--- src/rtl/viterbi_buffer_sched_if.sv ---
// Handshake bundle between the Viterbi output-buffer sequencer, the decoder,
// the bit buffer and the downstream consumer.
interface viterbi_buffer_sched_if #(
  parameter int AD = 13
);
  logic          frame_start;
  logic [AD-1:0] frame_len;
  logic          dec_valid;
  logic          dec_bit;
  logic          out_ready;
  logic          buf_rst_n;
  logic          buf_we;
  logic          buf_data;
  logic          buf_re;
  logic [AD-1:0] buf_max_read_address;
  logic          buf_valid_out;
  logic          busy;
  logic          done;
  logic          overflow_err;
  logic          timeout_err;

  modport master (
    output frame_start, frame_len, dec_valid, dec_bit, out_ready, buf_valid_out,
    input  buf_rst_n, buf_we, buf_data, buf_re, buf_max_read_address,
           busy, done, overflow_err, timeout_err
  );

  modport slave (
    input  frame_start, frame_len, dec_valid, dec_bit, out_ready, buf_valid_out,
    output buf_rst_n, buf_we, buf_data, buf_re, buf_max_read_address,
           busy, done, overflow_err, timeout_err
  );
endinterface

--- src/rtl/viterbi_buffer_sched.sv ---
// Frame sequencer for the Viterbi output bit buffer: clears it, gates writes,
// holds reads until a fill threshold, streams under backpressure, reports end of frame.
module viterbi_buffer_sched #(
  parameter int AD     = 13,
  parameter int THRESH = 64,
  parameter int WDOG   = 1024
) (
  input logic                  clk,
  input logic                  reset,
  viterbi_buffer_sched_if.slave bus
);
  localparam int WW = $clog2(WDOG + 1);

  typedef enum logic [2:0] {IDLE, CLEAR, FILL, STREAM, DRAIN, FINISH} state_t;

  state_t        state, state_n;
  logic [AD-1:0] len_q, len_n;
  logic [AD-1:0] wr_cnt, wr_cnt_n, wr_inc;
  logic [AD-1:0] rd_cnt, rd_cnt_n, rd_inc;
  logic [AD-1:0] max_addr_n;
  logic [WW-1:0] wdog, wdog_n;
  logic          in_wr, in_rd, rd_fin, wd_fire, to_fin, accept, reject;
  logic          we_n, data_n, re_n, ovf_n, tmo_n;

  always_comb begin
    state_n    = state;
    len_n      = len_q;
    rd_cnt_n   = rd_cnt;
    wdog_n     = wdog;
    max_addr_n = bus.buf_max_read_address;
    ovf_n      = bus.overflow_err;
    tmo_n      = bus.timeout_err;

    in_wr   = (state == CLEAR) || (state == FILL) || (state == STREAM);
    in_rd   = (state == STREAM) || (state == DRAIN);
    rd_inc  = rd_cnt + AD'(in_rd && bus.buf_valid_out);
    rd_fin  = in_rd && (rd_inc == len_q);
    wd_fire = in_rd && bus.buf_re && !bus.buf_valid_out && (wdog == WW'(WDOG - 1));
    to_fin  = rd_fin || wd_fire;

    // A bit arriving on the abort cycle is dropped so FINISH never shows a write.
    accept  = in_wr && bus.dec_valid && (wr_cnt != len_q) && !to_fin;
    reject  = (in_wr || (state == DRAIN)) && bus.dec_valid && (wr_cnt == len_q);
    wr_inc  = wr_cnt + AD'(accept);
    wr_cnt_n = wr_inc;

    we_n   = accept;
    data_n = accept & bus.dec_bit;
    re_n   = in_rd && !to_fin && bus.out_ready;

    if (in_rd) begin
      rd_cnt_n = rd_inc;
      if (bus.buf_valid_out) wdog_n = '0;
      else if (bus.buf_re)   wdog_n = wdog + WW'(1);
    end
    if (reject)  ovf_n = 1'b1;
    if (wd_fire) tmo_n = 1'b1;

    case (state)
      IDLE: begin
        if (bus.frame_start) begin
          if (bus.frame_len != '0) begin
            len_n      = bus.frame_len;
            max_addr_n = bus.frame_len - AD'(1);
            wr_cnt_n   = '0;
            rd_cnt_n   = '0;
            wdog_n     = '0;
            ovf_n      = 1'b0;
            tmo_n      = 1'b0;
            state_n    = CLEAR;
          end else begin
            state_n = FINISH;
          end
        end
      end
      CLEAR:  state_n = FILL;
      FILL:   if ((wr_inc >= AD'(THRESH)) || (wr_inc == len_q)) state_n = STREAM;
      STREAM: begin
        if (to_fin)                state_n = FINISH;
        else if (wr_inc == len_q)  state_n = DRAIN;
      end
      DRAIN:  if (to_fin) state_n = FINISH;
      FINISH: state_n = IDLE;
      default: state_n = IDLE;
    endcase
  end

  // Registered state, counters and every output
  always_ff @(posedge clk or posedge reset) begin
    if (reset) begin
      state                    <= IDLE;
      len_q                    <= '0;
      wr_cnt                   <= '0;
      rd_cnt                   <= '0;
      wdog                     <= '0;
      bus.buf_rst_n            <= 1'b0;
      bus.buf_we               <= 1'b0;
      bus.buf_data             <= 1'b0;
      bus.buf_re               <= 1'b0;
      bus.buf_max_read_address <= '0;
      bus.busy                 <= 1'b0;
      bus.done                 <= 1'b0;
      bus.overflow_err         <= 1'b0;
      bus.timeout_err          <= 1'b0;
    end else begin
      state                    <= state_n;
      len_q                    <= len_n;
      wr_cnt                   <= wr_cnt_n;
      rd_cnt                   <= rd_cnt_n;
      wdog                     <= wdog_n;
      bus.buf_rst_n            <= (state_n != CLEAR);
      bus.buf_we               <= we_n;
      bus.buf_data             <= data_n;
      bus.buf_re               <= re_n;
      bus.buf_max_read_address <= max_addr_n;
      bus.busy                 <= (state_n != IDLE);
      bus.done                 <= (state_n == FINISH);
      bus.overflow_err         <= ovf_n;
      bus.timeout_err          <= tmo_n;
    end
  end
endmodule

--- src/flat_wrapper.sv ---
// flat-port wrapper written by rule: the top's interface ports become plain ports
module viterbi_buffer_sched_flat 
#(
  parameter int AD     = 13,
  parameter int THRESH = 64,
  parameter int WDOG   = 1024
)
  (clk, reset, bus_frame_start, bus_frame_len, bus_dec_valid, bus_dec_bit, bus_out_ready, bus_buf_valid_out, bus_buf_rst_n, bus_buf_we, bus_buf_data, bus_buf_re, bus_buf_max_read_address, bus_busy, bus_done, bus_overflow_err, bus_timeout_err);
  viterbi_buffer_sched_if #(.AD(AD)) bus_i ();
  input logic clk;
  input logic reset;
  input wire logic [$bits(bus_i.frame_start)-1:0] bus_frame_start;
  input wire logic [$bits(bus_i.frame_len)-1:0] bus_frame_len;
  input wire logic [$bits(bus_i.dec_valid)-1:0] bus_dec_valid;
  input wire logic [$bits(bus_i.dec_bit)-1:0] bus_dec_bit;
  input wire logic [$bits(bus_i.out_ready)-1:0] bus_out_ready;
  input wire logic [$bits(bus_i.buf_valid_out)-1:0] bus_buf_valid_out;
  output wire logic [$bits(bus_i.buf_rst_n)-1:0] bus_buf_rst_n;
  output wire logic [$bits(bus_i.buf_we)-1:0] bus_buf_we;
  output wire logic [$bits(bus_i.buf_data)-1:0] bus_buf_data;
  output wire logic [$bits(bus_i.buf_re)-1:0] bus_buf_re;
  output wire logic [$bits(bus_i.buf_max_read_address)-1:0] bus_buf_max_read_address;
  output wire logic [$bits(bus_i.busy)-1:0] bus_busy;
  output wire logic [$bits(bus_i.done)-1:0] bus_done;
  output wire logic [$bits(bus_i.overflow_err)-1:0] bus_overflow_err;
  output wire logic [$bits(bus_i.timeout_err)-1:0] bus_timeout_err;
  assign bus_i.frame_start = bus_frame_start;
  assign bus_i.frame_len = bus_frame_len;
  assign bus_i.dec_valid = bus_dec_valid;
  assign bus_i.dec_bit = bus_dec_bit;
  assign bus_i.out_ready = bus_out_ready;
  assign bus_i.buf_valid_out = bus_buf_valid_out;
  assign bus_buf_rst_n = bus_i.buf_rst_n;
  assign bus_buf_we = bus_i.buf_we;
  assign bus_buf_data = bus_i.buf_data;
  assign bus_buf_re = bus_i.buf_re;
  assign bus_buf_max_read_address = bus_i.buf_max_read_address;
  assign bus_busy = bus_i.busy;
  assign bus_done = bus_i.done;
  assign bus_overflow_err = bus_i.overflow_err;
  assign bus_timeout_err = bus_i.timeout_err;
  viterbi_buffer_sched #(.AD(AD), .THRESH(THRESH), .WDOG(WDOG)) u_core (.clk(clk), .reset(reset), .bus(bus_i));
endmodule
--- config.mk ---
export PLATFORM = sky130hd
export DESIGN_NAME = viterbi_buffer_sched_flat
export DESIGN_NICKNAME = d
export VERILOG_FILES = /design/src/rtl/viterbi_buffer_sched_if.sv /design/src/rtl/viterbi_buffer_sched.sv /design/src/flat_wrapper.sv
export SDC_FILE = /design/constraint.sdc
export NUM_CORES = 1
export LEC_CHECK = 0
export BUFFER_PORTS_ARGS = -buffer_cell sky130_fd_sc_hd__buf_2
export CORE_MARGIN = 8
export CORE_UTILIZATION = 35
export DETAILED_ROUTE_END_ITERATION = 12
export RECOVER_POWER = 50
export SLEW_MARGIN = 20
export SYNTH_ARGS = -nofsm -noshare
export SYNTH_HDL_FRONTEND = slang
export SYNTH_SLANG_ARGS = --single-unit
export TNS_END_PERCENT = 30
--- constraint.sdc ---
create_clock -name clk -period 5 [get_ports clk]
set_input_delay 0.25 -clock clk [delete_from_list [all_inputs] [get_ports clk]]
set_output_delay 0.25 -clock clk [all_outputs]
set_load 0.1 [all_outputs]
==> qor.yml <==
worst_setup_path:
  critical_path.top_delay_family: "simple AND/OR/NAND/NOR gates"
  critical_path_buf_inv_count: 0
  critPathCaptureType: "flop"
  worstPathRequired_ns: 5.21
  arrival_ns: 4.94
  path_cells: "and3b_1 > or2_1 > and2_4 > ha_4 > ha_4 > nand2_2 > nor3_2 > xnor2_1 > or4_4 > a21oi_2 > a41o_2 > nor2_2 > ha_1 > ha_2 > xor2_1 > a211oi_2 > o211ai_1 > nor4_1 > o21ai_1 > o31a_1 > nor3b_2 > a22oi_1"
  path_max_fanout: 4
  critPathMaxStageDelay_ns: 0.54
  cp_slowest_cell: "or4_4"
  critPathLaunchType: "flop"
  critPathKind: "reg2reg"
  cp_common_cell: "ha_4"
yosys:
  ys.flop_type: "dfrtp_1"
  ys_seq_area_share_pct: 42.1
  ys_ff_latch: 74
  synth-edff-count: 0
  synth_fp_nets: 503
  synth_cell_types: 63
  async_reset_ff_share_pct: 100
  yosys_warnings: 0
  syn-cell-area_um2: 4400
  syn_inst: 476
  syn_avg_cell_area_um2: 9.24
timing:
  setup_viol: 0
  period_share_pct: 94.6
  skew_ns: 0.00694
  post-route-min-period_ns: 4.73
  rsz0062_at_grt: "no"
  finalHoldViolations: 0
  max_freq_ghz: 0.211
  finalMaxSlewViolations: 75
  relSlewSlack_pct: -174
  worstMarginPinSlew_ns: 4.11
  fin_ws_ns: 0.269
placement:
  gp_congestion: 0.930
  place_hpwl_um: 7690
  portBuffers: 40
  pre_cts_ws_ns: -0.00467
clock_tree:
  cts_tree: "done"
  clk_pin_slew_ns: 0.06
  cts_buffers: 9
  clk_latency_ns: 0.34
  cts_root_buffer: "clkbuf_16"
  clk_path_buf_depth: 2
  cts_htree_levels: 3
  cts_sinks: 74
power:
  ir_worst_vdd_mv: 0.374
  p_leak_nw: 2.10
  powerDensity_nw_per_um2: 548
floorplanning:
  fp.dieH_um: 128
  coreArea_um2: 12500
  dieArea_um2: 16400
  row_count: 41
  die_w_um: 128
  pin_count: 41
  start_util_pct: 35.3
global_routing:
  grt_max_degree: 75
  antenna_found_initial: 0
  grt_pass1_vias: 3490
  track_usage_pct: 13.7
  grt_pass1_wl_um: 17800
  gr-total-overflow: 0
drt:
  drtPass1Iterations: 4
  drt-wirelength-per-cell_um: 15.4
  drtIter0Drc: 258
  routed_wl_um: 10600
  vias_per_cell: 4.99
  ant_nets: 0
  vias: 3456
  drcViolationCount: 0
job:
  maxCapViolCount: 1
worst_hold_path:
  hp-class: "in2reg"
finish:
  diodes: 0
  layout_common_cells: "74 x dfrtp_1, 67 x nor2_1, 41 x xnor2_1"
  final_common_cell: "dfrtp_1"
  drive_above_1_share_pct: 18.5
  syn2layout_area_growth_pct: 16.7
  final_util_pct: 41.2
  fin_nets: 542
outcome:
  status: "finished, violations left"
  violations: "max-capacitance violations, max-slew violations"
==> metrics by stage <==
stage | TNS, ns | total power, mW | std cells | hold slack, ns | area (um^2)
finish | 0 | 2.81 | 692 | 0.100 | 5130
global route | 0 | 2.97 | 692 | 0.104 | 5130
CTS | 0 | 2.81 | 687 | 0.0911 | 5070
detailed placement | -0.00467 | 2.13 | 671 | 0.455 | 4760
global placement | 0 | 2.12 | 671 | 0.448 | 4760
floorplan | 0 | 1.88 | 476 | 0.336 | 4400
==> cell families after synthesis <==
family | share of synthesized area [%]
flip-flops | 42.1
AO/OA/AOI/OAI | 9.07
multiplexers | 3.13
buffers and inverters | 4.47
XOR/XNOR | 15.9
adder cells (fa/ha/maj) | 1.99
AND/OR/NAND/NOR | 23.3
==> timing repair <==
action                     4_1_cts  5_1_grt
setup buffers                    0        5
setup endpoints to repair        2        5
hold buffers                     0        0
resized for setup                3        8
pin swaps                        4        6
cloned                           0        0
==> state kept, by name, indices dropped and copies added, names as in the netlist, 3 cells and up <==
name	flops
u_core.rd_cnt	13
u_core.wr_cnt	13
u_core.wdog	11
u_core.state	3
u_core.len_q	13
u_core.bus.buf_max_read_address	13
==> where the power goes <==
part	total, mW	switching, mW	internal (mW)	leakage, nW
clock network	0.665	0.262	0.403	0.142
registers	0.972	0.217	0.754	0.941
logic	1.18	0.807	0.369	1.02
total	2.81	1.29	1.53	2.10
==> synth_stat cells (4+ instances only) <==
cell	number	area, um^2
ha_1	7	87.6
dfrtp_1	74	1850
and2_1	9	56.3
a21oi_1	20	100
o21ai_0	14	70.1
nand2b_1	4	25.0
nor4_1	7	43.8
buf_2	7	35.0
nand2_1	37	139
clkbuf_1	13	48.8
nand4_1	9	56.3
mux2_2	10	113
nand3_1	22	110
xnor2_1	41	359
nor3_1	9	45.0
inv_1	13	48.8
nor2_1	69	259
xor2_1	39	342
==> metal layers <==
layer	global-route usage (%)	up-vias	wire (um)	part of all wire, %
met3	3.16	11	539	5.1
met5	0	-	0	0
met1	18.1	1663	5020	47
li1	-	1690	-	-
met4	5.52	0	183	1.7
met2	21.0	92	4890	46
==> path summary, 6_finish.rpt <==
path,startpoint,to,slack (ns),cells after the start
worst max-delay path,u_core.state[1],u_core.bus.done,0.27,22
worst min-delay path,bus_frame_len[0],u_core.bus.buf_max_read_address[0],0.10,2
worst max register to register,u_core.state[1],u_core.bus.done,0.27,22
worst min register to register,u_core.bus.buf_max_read_address[1],u_core.bus.buf_max_read_address[1],0.51,2
max in group asynchronous,reset,u_core.wr_cnt[6],1.18,3
min in group asynchronous,reset,u_core.bus.busy,1.50,3
==> layout make-up <==
type	instances	area, um^2
repair buffers	56	304
fillers	1218	7330
multi-input cells	360	2410
flip-flops and latches	74	1850
well taps	172	215
clock buffers	11	243
inverters	14	52.6
clock inverters	5	62.6
Note: power is estimated with default switching activity, not from simulation.
